## config.mk

```make
export PLATFORM = sky130hd
export DESIGN_NAME = adc_offset_cal_ctrl
export DESIGN_NICKNAME = d
export VERILOG_FILES = /design/src/rtl/adc_cal_pkg.sv /design/src/rtl/adc_cal_avg.sv /design/src/rtl/adc_offset_cal_ctrl.sv
export SDC_FILE = /design/constraint.sdc
export NUM_CORES = 1
export LEC_CHECK = 0
export ABC_AREA = 1
export BUFFER_PORTS_ARGS = -buffer_cell sky130_fd_sc_hd__buf_4
export CAP_MARGIN = 20
export CORE_ASPECT_RATIO = 1.1
export CORE_MARGIN = 2
export CORE_UTILIZATION = 35
export CTS_BUF_LIST = sky130_fd_sc_hd__clkbuf_16
export DETAILED_ROUTE_END_ITERATION = 7
export PLACE_DENSITY_LB_ADDON = 0.1
export SLEW_MARGIN = 20
export SYNTH_ARGS = -nofsm -noshare
export SYNTH_HDL_FRONTEND = slang
export SYNTH_SLANG_ARGS = --single-unit
```

## constraint.sdc

```tcl
create_clock -name clock -period 3.5 [get_ports clock]
set_input_delay 0.35 -clock clock [delete_from_list [all_inputs] [get_ports clock]]
set_output_delay 0.35 -clock clock [all_outputs]
set_load 0.1 [all_outputs]
```

## src/rtl/adc_cal_pkg.sv

```systemverilog
// Shared types and defaults for the ADC offset-calibration sequencer.
package adc_cal_pkg;

  localparam int ADC_WAYS_DEF  = 8;
  localparam int ADC_BITS_DEF  = 9;
  localparam int TRIM_BITS_DEF = 8;

  localparam logic [TRIM_BITS_DEF-1:0] TRIM_MID = 8'h80;
  localparam int ADC_MID = 1 << (ADC_BITS_DEF - 1);

  typedef enum logic [2:0] {
    ST_IDLE,
    ST_LOAD,
    ST_TRIAL,
    ST_SETTLE,
    ST_ACCUM,
    ST_DECIDE,
    ST_NEXT
  } cal_state_e;

  // Sum of 2^log2_avg midscale codes; a slice is above midscale when its sum exceeds this.
  function automatic int avg_threshold(input int bits, input int log2_avg);
    return (1 << (bits - 1)) << log2_avg;
  endfunction

endpackage

```

## src/rtl/adc_cal_avg.sv

```systemverilog
// Settle-discard counter plus sample accumulator for one search step.
// Counts SETTLE valid samples, then sums 2^LOG2_AVG samples; holds until clr.
module adc_cal_avg
  import adc_cal_pkg::*;
#(
  parameter int ADC_BITS = ADC_BITS_DEF,
  parameter int LOG2_AVG = 4,
  parameter int SETTLE   = 4
) (
  input  logic                clock,
  input  logic                reset,
  input  logic                clr,
  input  logic                run,
  input  logic                sample_vld,
  input  logic [ADC_BITS-1:0] sample,
  output logic                settle_done,
  output logic                sum_valid,
  output logic                above_mid
);

  localparam int ACC_W = ADC_BITS + LOG2_AVG;
  localparam int TOTAL = SETTLE + (1 << LOG2_AVG);
  localparam int CNT_W = $clog2(TOTAL + 1);
  localparam logic [ACC_W-1:0] THRESH = ACC_W'(avg_threshold(ADC_BITS, LOG2_AVG));

  logic [CNT_W-1:0] cnt;
  logic [ACC_W-1:0] acc;

  // One counter spans both phases, so samples are attributed correctly
  // regardless of when the FSM notices the phase change.
  always_ff @(posedge clock) begin
    if (reset || clr) begin
      cnt <= '0;
      acc <= '0;
    end else if (run && sample_vld && !sum_valid) begin
      cnt <= cnt + CNT_W'(1);
      if (settle_done) acc <= acc + ACC_W'(sample);
    end
  end

  assign settle_done = (cnt >= CNT_W'(SETTLE));
  assign sum_valid   = (cnt == CNT_W'(TOTAL));
  assign above_mid   = (acc > THRESH);

endmodule

```

## src/rtl/adc_offset_cal_ctrl.sv

```systemverilog
// Foreground OSP offset-calibration sequencer: 8-step SAR search per slice, slices 0..N-1.
// Optional ADC_OFFSET_CAL_MASK_EN adds cal_mask input to skip slices.
module adc_offset_cal_ctrl
  import adc_cal_pkg::*;
#(
  parameter int ADC_WAYS  = ADC_WAYS_DEF,
  parameter int ADC_BITS  = ADC_BITS_DEF,
  parameter int TRIM_BITS = TRIM_BITS_DEF,
  parameter int LOG2_AVG  = 4,
  parameter int SETTLE    = 4
) (
  input  logic                          clock,
  input  logic                          reset,
  input  logic                          start,
  input  logic                          abort,
  input  logic                          adc_valid,
  input  logic [ADC_WAYS*ADC_BITS-1:0]  adc_data,
  input  logic                          trim_wr_en,
  input  logic [2:0]                    trim_wr_slice,
  input  logic [TRIM_BITS-1:0]          trim_wr_osp,
  input  logic [TRIM_BITS-1:0]          trim_wr_osm,
`ifdef ADC_OFFSET_CAL_MASK_EN
  input  logic [ADC_WAYS-1:0]           cal_mask,
`endif
  output logic [ADC_WAYS*TRIM_BITS-1:0] osp,
  output logic [ADC_WAYS*TRIM_BITS-1:0] osm,
  output logic                          busy,
  output logic                          done,
  output logic [2:0]                    cur_slice
);

  localparam int BIT_W = $clog2(TRIM_BITS);
  localparam logic [2:0] LAST = 3'(ADC_WAYS - 1);

  cal_state_e           state;
  logic [2:0]           s;
  logic [BIT_W-1:0]     bit_idx;
  logic [TRIM_BITS-1:0] result;
  logic [TRIM_BITS-1:0] restore;
  logic [TRIM_BITS-1:0] trial_mask;
  logic [TRIM_BITS-1:0] result_kept;
  logic [TRIM_BITS-1:0] osp_r [ADC_WAYS];
  logic [TRIM_BITS-1:0] osm_r [ADC_WAYS];
  logic [ADC_BITS-1:0]  sample;
  logic                 skip;
  logic                 settle_done;
  logic                 sum_valid;
  logic                 above_mid;

`ifdef ADC_OFFSET_CAL_MASK_EN
  logic [ADC_WAYS-1:0] mask_q;
  assign skip = mask_q[s];
`else
  assign skip = 1'b0;
`endif

  assign trial_mask  = TRIM_BITS'(1) << bit_idx;
  assign result_kept = above_mid ? (result | trial_mask) : result;
  assign sample      = adc_data[int'(s)*ADC_BITS +: ADC_BITS];

  adc_cal_avg #(
    .ADC_BITS (ADC_BITS),
    .LOG2_AVG (LOG2_AVG),
    .SETTLE   (SETTLE)
  ) u_avg (
    .clock       (clock),
    .reset       (reset),
    .clr         (state == ST_TRIAL),
    .run         ((state == ST_SETTLE) || (state == ST_ACCUM)),
    .sample_vld  (adc_valid),
    .sample      (sample),
    .settle_done (settle_done),
    .sum_valid   (sum_valid),
    .above_mid   (above_mid)
  );

  always_ff @(posedge clock) begin
    if (reset) begin
      state   <= ST_IDLE;
      s       <= '0;
      bit_idx <= BIT_W'(TRIM_BITS - 1);
      result  <= '0;
      restore <= TRIM_BITS'(TRIM_MID);
      busy    <= 1'b0;
      done    <= 1'b0;
      for (int i = 0; i < ADC_WAYS; i++) begin
        osp_r[i] <= TRIM_BITS'(TRIM_MID);
        osm_r[i] <= TRIM_BITS'(TRIM_MID);
      end
`ifdef ADC_OFFSET_CAL_MASK_EN
      mask_q  <= '0;
`endif
    end else begin
      done <= 1'b0;
      if (abort && (state != ST_IDLE)) begin
        // Only these states have a modified osp[s]; in LOAD/NEXT it is already correct.
        if (state inside {ST_TRIAL, ST_SETTLE, ST_ACCUM, ST_DECIDE}) osp_r[s] <= restore;
        state <= ST_IDLE;
        s     <= '0;
        busy  <= 1'b0;
      end else begin
        case (state)
          ST_IDLE: begin
            if (trim_wr_en) begin
              osp_r[trim_wr_slice] <= trim_wr_osp;
              osm_r[trim_wr_slice] <= trim_wr_osm;
            end
            if (start && !abort) begin
              state <= ST_LOAD;
              s     <= '0;
              busy  <= 1'b1;
`ifdef ADC_OFFSET_CAL_MASK_EN
              mask_q <= cal_mask;
`endif
            end
          end
          ST_LOAD: begin
            if (skip) begin
              if (s == LAST) begin
                state <= ST_IDLE;
                s     <= '0;
                busy  <= 1'b0;
                done  <= 1'b1;
              end else begin
                s <= s + 3'd1;
              end
            end else begin
              restore <= osp_r[s];
              result  <= '0;
              bit_idx <= BIT_W'(TRIM_BITS - 1);
              state   <= ST_TRIAL;
            end
          end
          ST_TRIAL: begin
            osp_r[s] <= result | trial_mask;
            state    <= ST_SETTLE;
          end
          ST_SETTLE: if (settle_done) state <= ST_ACCUM;
          ST_ACCUM:  if (sum_valid) state <= ST_DECIDE;
          ST_DECIDE: begin
            result <= result_kept;
            if (bit_idx == '0) begin
              osp_r[s] <= result_kept;
              state    <= ST_NEXT;
            end else begin
              bit_idx <= bit_idx - BIT_W'(1);
              state   <= ST_TRIAL;
            end
          end
          ST_NEXT: begin
            if (s == LAST) begin
              state <= ST_IDLE;
              s     <= '0;
              busy  <= 1'b0;
              done  <= 1'b1;
            end else begin
              s     <= s + 3'd1;
              state <= ST_LOAD;
            end
          end
          default: state <= ST_IDLE;
        endcase
      end
    end
  end

  for (genvar i = 0; i < ADC_WAYS; i++) begin : g_pack
    assign osp[i*TRIM_BITS +: TRIM_BITS] = osp_r[i];
    assign osm[i*TRIM_BITS +: TRIM_BITS] = osm_r[i];
  end

  assign cur_slice = s;

endmodule
```

==> results of run 1 <==
-- path summary, 6_finish.rpt --
| path | startpoint | to | slack, ns | depth (start not counted) |
|---|---|---|---|---|
| setup / recovery | cur_slice[0] | u_avg.acc[8] | 0.59 | 14 |
| hold / removal | trim_wr_slice[0] | osm_r[2][7] | 0.24 | 3 |
| setup reg to reg | cur_slice[0] | u_avg.acc[8] | 0.59 | 14 |
| hold reg to reg | result[2] | result[2] | 0.47 | 2 |
-- cell usage after synthesis, drive strengths merged (7+ instances only) --
cell	instances	share of area
a211oi	8	0.0069
a21oi	32	0.018
a31oi	10	0.0072
buf	10	0.0053
clkbuf	22	0.0095
dfxtp	45	0.10
edfxtp	128	0.44
ha	18	0.026
inv	86	0.037
nand2	144	0.065
nand3	63	0.048
nor2	262	0.12
o21ai	96	0.057
o221ai	12	0.012
o22ai	12	0.0086
or2	9	0.0065
xor2	7	0.0070
-- routing by layer --
metal / wire, µm / global-route usage
met4: 215 / 0.03945
met2: 13530 / 0.3601
met3: 2056 / 0.05414
met1: 11600 / 0.2621
met5: 0 / 0
-- logic make-up (layout without fill, tap and decap cells) --
logic type / after synthesis / count (layout) / synth area share
XOR/XNOR: 10 / 10 / 0.01005
flip-flops: 173 / 173 / 0.5442
AO/OA/AOI/OAI: 180 / 180 / 0.1190
buffers and inverters: 121 / 361 / 0.05310
adder cells (fa/ha/maj): 19 / 19 / 0.02813
AND/OR/NAND/NOR: 485 / 485 / 0.2456
-- cells in the final DEF, fill, tap and decap left out, types with 2 or more instances in the layout --
master,Yosys,routed
or2_2,8,8
a21oi_1,32,32
o21ai_0,93,93
a31oi_1,10,10
xor2_1,7,7
nor2_4,3,3
a211oi_1,8,8
o22ai_1,12,12
ha_1,18,18
clkinv_8,0,2
buf_4,0,240
o21a_1,2,2
inv_1,66,67
inv_8,0,6
xnor2_1,3,3
nand3_4,8,8
nand2_4,3,3
nor2_1,252,252
o211ai_1,4,4
o221ai_1,12,12
clkbuf_16,0,17
nor2_2,6,6
inv_2,20,21
nand2_1,139,139
clkinv_1,3,2
nand2_2,2,2
nand4_1,3,3
o21ai_2,2,2
clkinvlp_4,0,2
inv_6,0,2
dfxtp_1,45,44
nand3_1,54,54
edfxtp_1,128,128
a21o_1,2,2
-- state kept, by name, summed over array words and instances, names as in the netlist --
register and cells:
osp_r 64, result 8, restore 8, cur_slice 3, u_avg.cnt 5, done 1, busy 1, bit_idx 3
state 3, osm_r 64, u_avg.acc 13
-- stage by stage --
| stage | power [W] | instance area [µm²] | utilization |
|---|---|---|---|
| after floorplan | 0.003751 | 8718 | - |
| after global placement | 0.004234 | 10780 | 0.4405 |
| after detailed placement | 0.004235 | 10780 | 0.4405 |
| after CTS | 0.006169 | 11380 | 0.4650 |
| after global routing | 0.006368 | 11380 | 0.4650 |
| final | 0.006132 | 11380 | 0.4650 |
-- where the power goes --
group / switching [W] / internal, W / total [W]
clock network: 0.000925 / 0.00103 / 0.00195
logic: 0.00137 / 0.000383 / 0.00176
registers: 0.0000858 / 0.00234 / 0.00243
total: 0.00238 / 0.00375 / 0.00613
-- critical path, stage by stage, from the launching register on --
cell     delay [ns]
dfxtp_2        0.44
inv_2          0.42
o21ai_0        0.15
o22ai_1        0.15
nor2_1         0.06
a31oi_1        0.17
ha_1           0.19
inv_1          0.05
fa_1           0.42
o21ai_0        0.34
nand2_1        0.09
nand2_1        0.08
xor2_1         0.06
o21ai_0        0.14
inv_1          0.05
-- area by class of cell --
type,instances,area (µm²)
clock buffer,17,425.4
clock inverter,15,175.2
tap,310,387.9
multi-input combinational,694,3511
fill,2438,13090
inverter,89,334.1
sequential,173,4746
timing repair buffer,240,1802
==> impl_metrics.tcl, run 1 <==
set metrics [dict create \
    status "finished, final reports clean" \
    drt-total-wl_um 27410 \
    ys_seq_elements 173 \
    drtPass1Iterations 5 \
    htree_levels 4 \
    synth_ff_type "edfxtp_1" \
    maxCapViolCount 0 \
    drc 0 \
    avgSynthCellArea_um2 8.824 \
    powerDensity_nw_per_um2 538.8 \
    cts_setup_buffers 0 \
    antenna_cells 0 \
    clk_pin_slew_ns 0.07 \
    fin_tns_setup_ns 0 \
    grt_max_degree 40 \
    synth_edf_count 128 \
    cts_sinks 173 \
    clk_latency_ns 0.43 \
    slew_headroom 0.3143 \
    setup_viol_count_final 0 \
    core_area_um2 24470 \
    worstSetupStartpointType "register" \
    dp_hpwl_um 20170 \
    cts_made_buffers 17 \
    antenna_left 0 \
    row_count 60 \
    fin_nets 1331 \
    grt_usage 0.2071 \
    fin_ws_ns 0.5944 \
    start_util 0.3562 \
    crit_path_max_fanout 37 \
    drive_above_1_share 0.2679 \
    ios 230 \
    layout_min_cycle_time_ns 2.906 \
    fin_skew_ns 0.01625 \
    grt_pass1_vias 7467 \
    hold_path.class "input pin to register" \
    die_h_um 169.5 \
    critPathArrivalTime_ns 3.22 \
    io_buffers 229 \
    fin_cells 1538 \
    place_congestion 0.8998 \
    hold_viol 0 \
    avgRoutedWirePerCell_um 17.82 \
    async_flop_share 0 \
    dp_slack_ns 0.6032 \
    synth_nets 1104 \
    drtIter0Drc 459 \
    syn-cell-area_um2 8718 \
    gr-total-overflow 0 \
    cts_tree "done" \
    via_per_inst 5.053 \
    hold-worst-slack_ns 0.2392 \
    rsz0062_at_grt "no" \
    clockRootBuffer "clkbuf_16" \
    clock_path_buffers 2 \
    p_leak_nw 4.894 \
    place_inst 1506 \
    ys_types 42 \
    antenna_found_initial 0 \
    criticalPathCategory "register to register" \
    yosys_warnings 0 \
    design.die.area_um2 26190 \
    vdd_drop_max_uv 329.4 \
    critPathCaptureType "register" \
    num_vias 7772 \
    min_period_over_period 0.8302 \
    fmax_mhz 344.2 \
    syn_to_final_growth_pct 30.54 \
    cts_resized 0 \
    drv_slew 0 \
    fp.dieW_um 154.5 \
    grt_pass1_wl_um 41630 \
    hold_buffers 0 \
    ys_seq_area_frac 0.5442 \
    syn_inst 988 \
    crit_required_ns 3.82 \
    worst_pin_slew_ns 1.025 \
]
(Power assumes the default switching activity.)
==> inputs of run 2 (changes only) <==
- ABC_AREA: 1 -> 0
- clock period: 3.5 -> 2.75 ns (I/O delays scaled with it)
==> run 2 against run 1 <==
Compared with the run above:
- final cell count shrank 12%
- sequential power grew 21%
- largest cell class unchanged
- first-iteration DRC count grew 10%
- synthesized cell count shrank 24%
- total power grew 12%
- utilization grew 2.3 points
- clock skew grew 0.0030 ns
- sequential share of layout area shrank 1.8 points
- routed wire length shrank 2.5%
- clock power grew 27%
- cell area grew 4.6%
==> impl_metrics.tcl, run 2 <==
set metrics [dict create \
    syn_inst 750 \
    avgRoutedWirePerCell_um 19.72 \
    worstSetupStartpointType "register" \
    cts_made_buffers 17 \
    worst_pin_slew_ns 0.8333 \
    r2r_setup_slack_ns 0.01 \
    place_congestion 0.8351 \
    drive_above_1_share 0.3904 \
    layout_common_cells "301 x buf_4, 128 x edfxtp_1, 76 x nor2_1" \
    antenna_left 0 \
    maxCapViolCount 0 \
    synth_nets 866 \
    placed_area_um2 11170 \
    syn-cell-area_um2 8648 \
    yosys.cell_count.top_type "edfxtp_1" \
    ys_top_cells_by_count "128 x edfxtp_1, 76 x nor2_1, 58 x nand2_1" \
    ios 230 \
    ys_types 71 \
    hold_viol 0 \
    design.die.area_um2 25980 \
    grtUsageMet3 0.03456 \
    grt_usage 0.2032 \
    grt_pass1_vias 6878 \
    clockRootBuffer "clkbuf_16" \
    fin_skew_ns 0.01923 \
    antenna_cells 0 \
    num_vias 6934 \
    core_area_um2 24400 \
    mostFrequentLayoutCell "buf_4" \
    reg2reg_to "u_avg.acc[12]" \
    clk_latency_ns 0.43 \
    drc 0 \
    clk_pin_slew_ns 0.07 \
    criticalPathCategory "register to register" \
    fin_nets 1148 \
    fin_tns_setup_ns 0 \
    ys_seq_area_frac 0.5486 \
    slew_headroom 0.4419 \
    async_flop_share 0 \
    dp_hpwl_um 20030 \
    cts_tree "done" \
    ys_seq_elements 173 \
    top_usage_layer "met2" \
    avgSynthCellArea_um2 11.53 \
    final_area_um2 11910 \
    start_util 0.3545 \
    fp.dieW_um 153.9 \
    yosys_warnings 0 \
    grt_max_degree 26 \
    r2r_cells 12 \
    crit_path_max_fanout 6 \
    critPathCaptureType "register" \
    drtIter0Drc 507 \
    fmax_mhz 365.5 \
    fin_ws_ns 0.01372 \
    ys_top_cells_by_area "edfxtp_1 44%, dfxtp_1 10%, mux4_2 7.8%" \
    synth_top_area_frac 0.4444 \
    cts_sinks 173 \
    clock_path_buffers 2 \
    powerDensity_nw_per_um2 575.2 \
    yosysTopAreaCell "edfxtp_1" \
    worstReg2RegStart "cur_slice[0]" \
    htree_levels 4 \
    synth_edf_count 128 \
    drt-total-wl_um 26720 \
    status "finished, final reports clean" \
    vdd_drop_max_uv 448.1 \
    total_power_w 0.006848 \
    startpoint "cur_slice[0]" \
    rsz0062_at_grt "yes" \
    crit_required_ns 3.07 \
    drtPass1Iterations 4 \
    grt_pass1_wl_um 40190 \
    gr-total-overflow 0 \
    p_leak_nw 4.776 \
    drv_slew 0 \
    die_h_um 168.9 \
    use_met1 0.2802 \
    synth_ff_type "edfxtp_1" \
    top_regs "osm_r (64), osp_r (64), u_avg.acc (13)" \
    via_per_inst 5.117 \
    grt.met2_usage 0.3286 \
    row_count 60 \
    endpoint "u_avg.acc[12]" \
    min_period_over_period 0.9950 \
    critPathArrivalTime_ns 3.06 \
    dp_slack_ns 0.01619 \
    final_util 0.4879 \
    antenna_found_initial 0 \
    io_buffers 229 \
    layout_min_cycle_time_ns 2.736 \
    syn_to_final_growth_pct 37.66 \
    hold_path.class "input pin to register" \
    setup_viol_count_final 0 \
]
==> run 2: cell count changes after synthesis, sizes merged, moves of 9 or more <==
cell / change
a21oi: +14
and2: +49
and3: +11
inv: -72
mux2i: +13
mux4: +30
nand2: -86
nand2b: +27
nand3: -57
nor2: -185
nor3: +40
o21ai: -81
o22ai: -9
or2: +11
==> run 2: cell families after synthesis <==
kind of cell | count (synthesis) | share of synthesized area
buffers and inverters | 55 | 0.02561
adders and majority gates | 19 | 0.02836
and+or+nand+nor | 325 | 0.1955
xor gates and xnor gates | 10 | 0.01013
muxes | 47 | 0.09838
AOI/OAI and AO/OA | 121 | 0.09346
DFF | 173 | 0.5486
==> run 2: cell type report <==
type / instances / area, µm²
fillers: 2282 / 12490
clock buffers: 17 / 425.4
repair buffers: 304 / 2316
multi-input cells: 522 / 3782
well taps: 310 / 387.9
flip-flops and latches: 173 / 4753
clock inverters: 15 / 187.7
inverters: 14 / 52.55
==> run 2: critical path, stage by stage (launching register included) <==
cell and delay (ns):
dfxtp_4 0.37, buf_6 0.13, mux4_2 0.32, nand2_1 0.05, nand2_1 0.08, ha_2 0.18
inv_2 0.04, fa_2 0.36, nor2b_4 0.14, o2111ai_2 0.14, and4b_1 0.25, or4_4 0.42
mux2i_1 0.13
==> run 2: power breakdown <==
part / switching [W] / internal, W / leakage (nW)
sequential: 0.0000602 / 0.00289 / 1.64
combinational: 0.00101 / 0.000419 / 2.84
clock: 0.00123 / 0.00124 / 0.297
==> run 2: worst min path at each step <==
| stage | depth (start not counted) | from | endpoint |
|---|---|---|---|
| finish | 3 | start | busy |
| global route | 3 | start | busy |
| CTS | 3 | start | busy |
| detailed placement | 2 | u_avg.acc[5] | u_avg.acc[5] |
| global placement | 2 | u_avg.acc[11] | u_avg.acc[11] |
| floorplan | 2 | start | busy |
==> run 2: per-layer routing <==
metal	vias up	routed length, µm
li1	3332	-
met1	3370	12170
met2	220	12890
met3	12	1326
met4	0	339
met5	-	0
==> run 2: through the flow <==
stage / hold slack (ns) / cells
final: 0.1295 / 1355
after global routing: 0.1396 / 1355
after CTS: 0.1070 / 1346
after detailed placement: 0.4746 / 1314
after global placement: 0.4626 / 1314
after floorplan: 0.4392 / 750
==> run 2: what timing repair did <==
item,CTS,global route
setup buffers,0,8
setup endpoints to repair,0,5
hold buffers,0,0
gates resized for setup,0,9
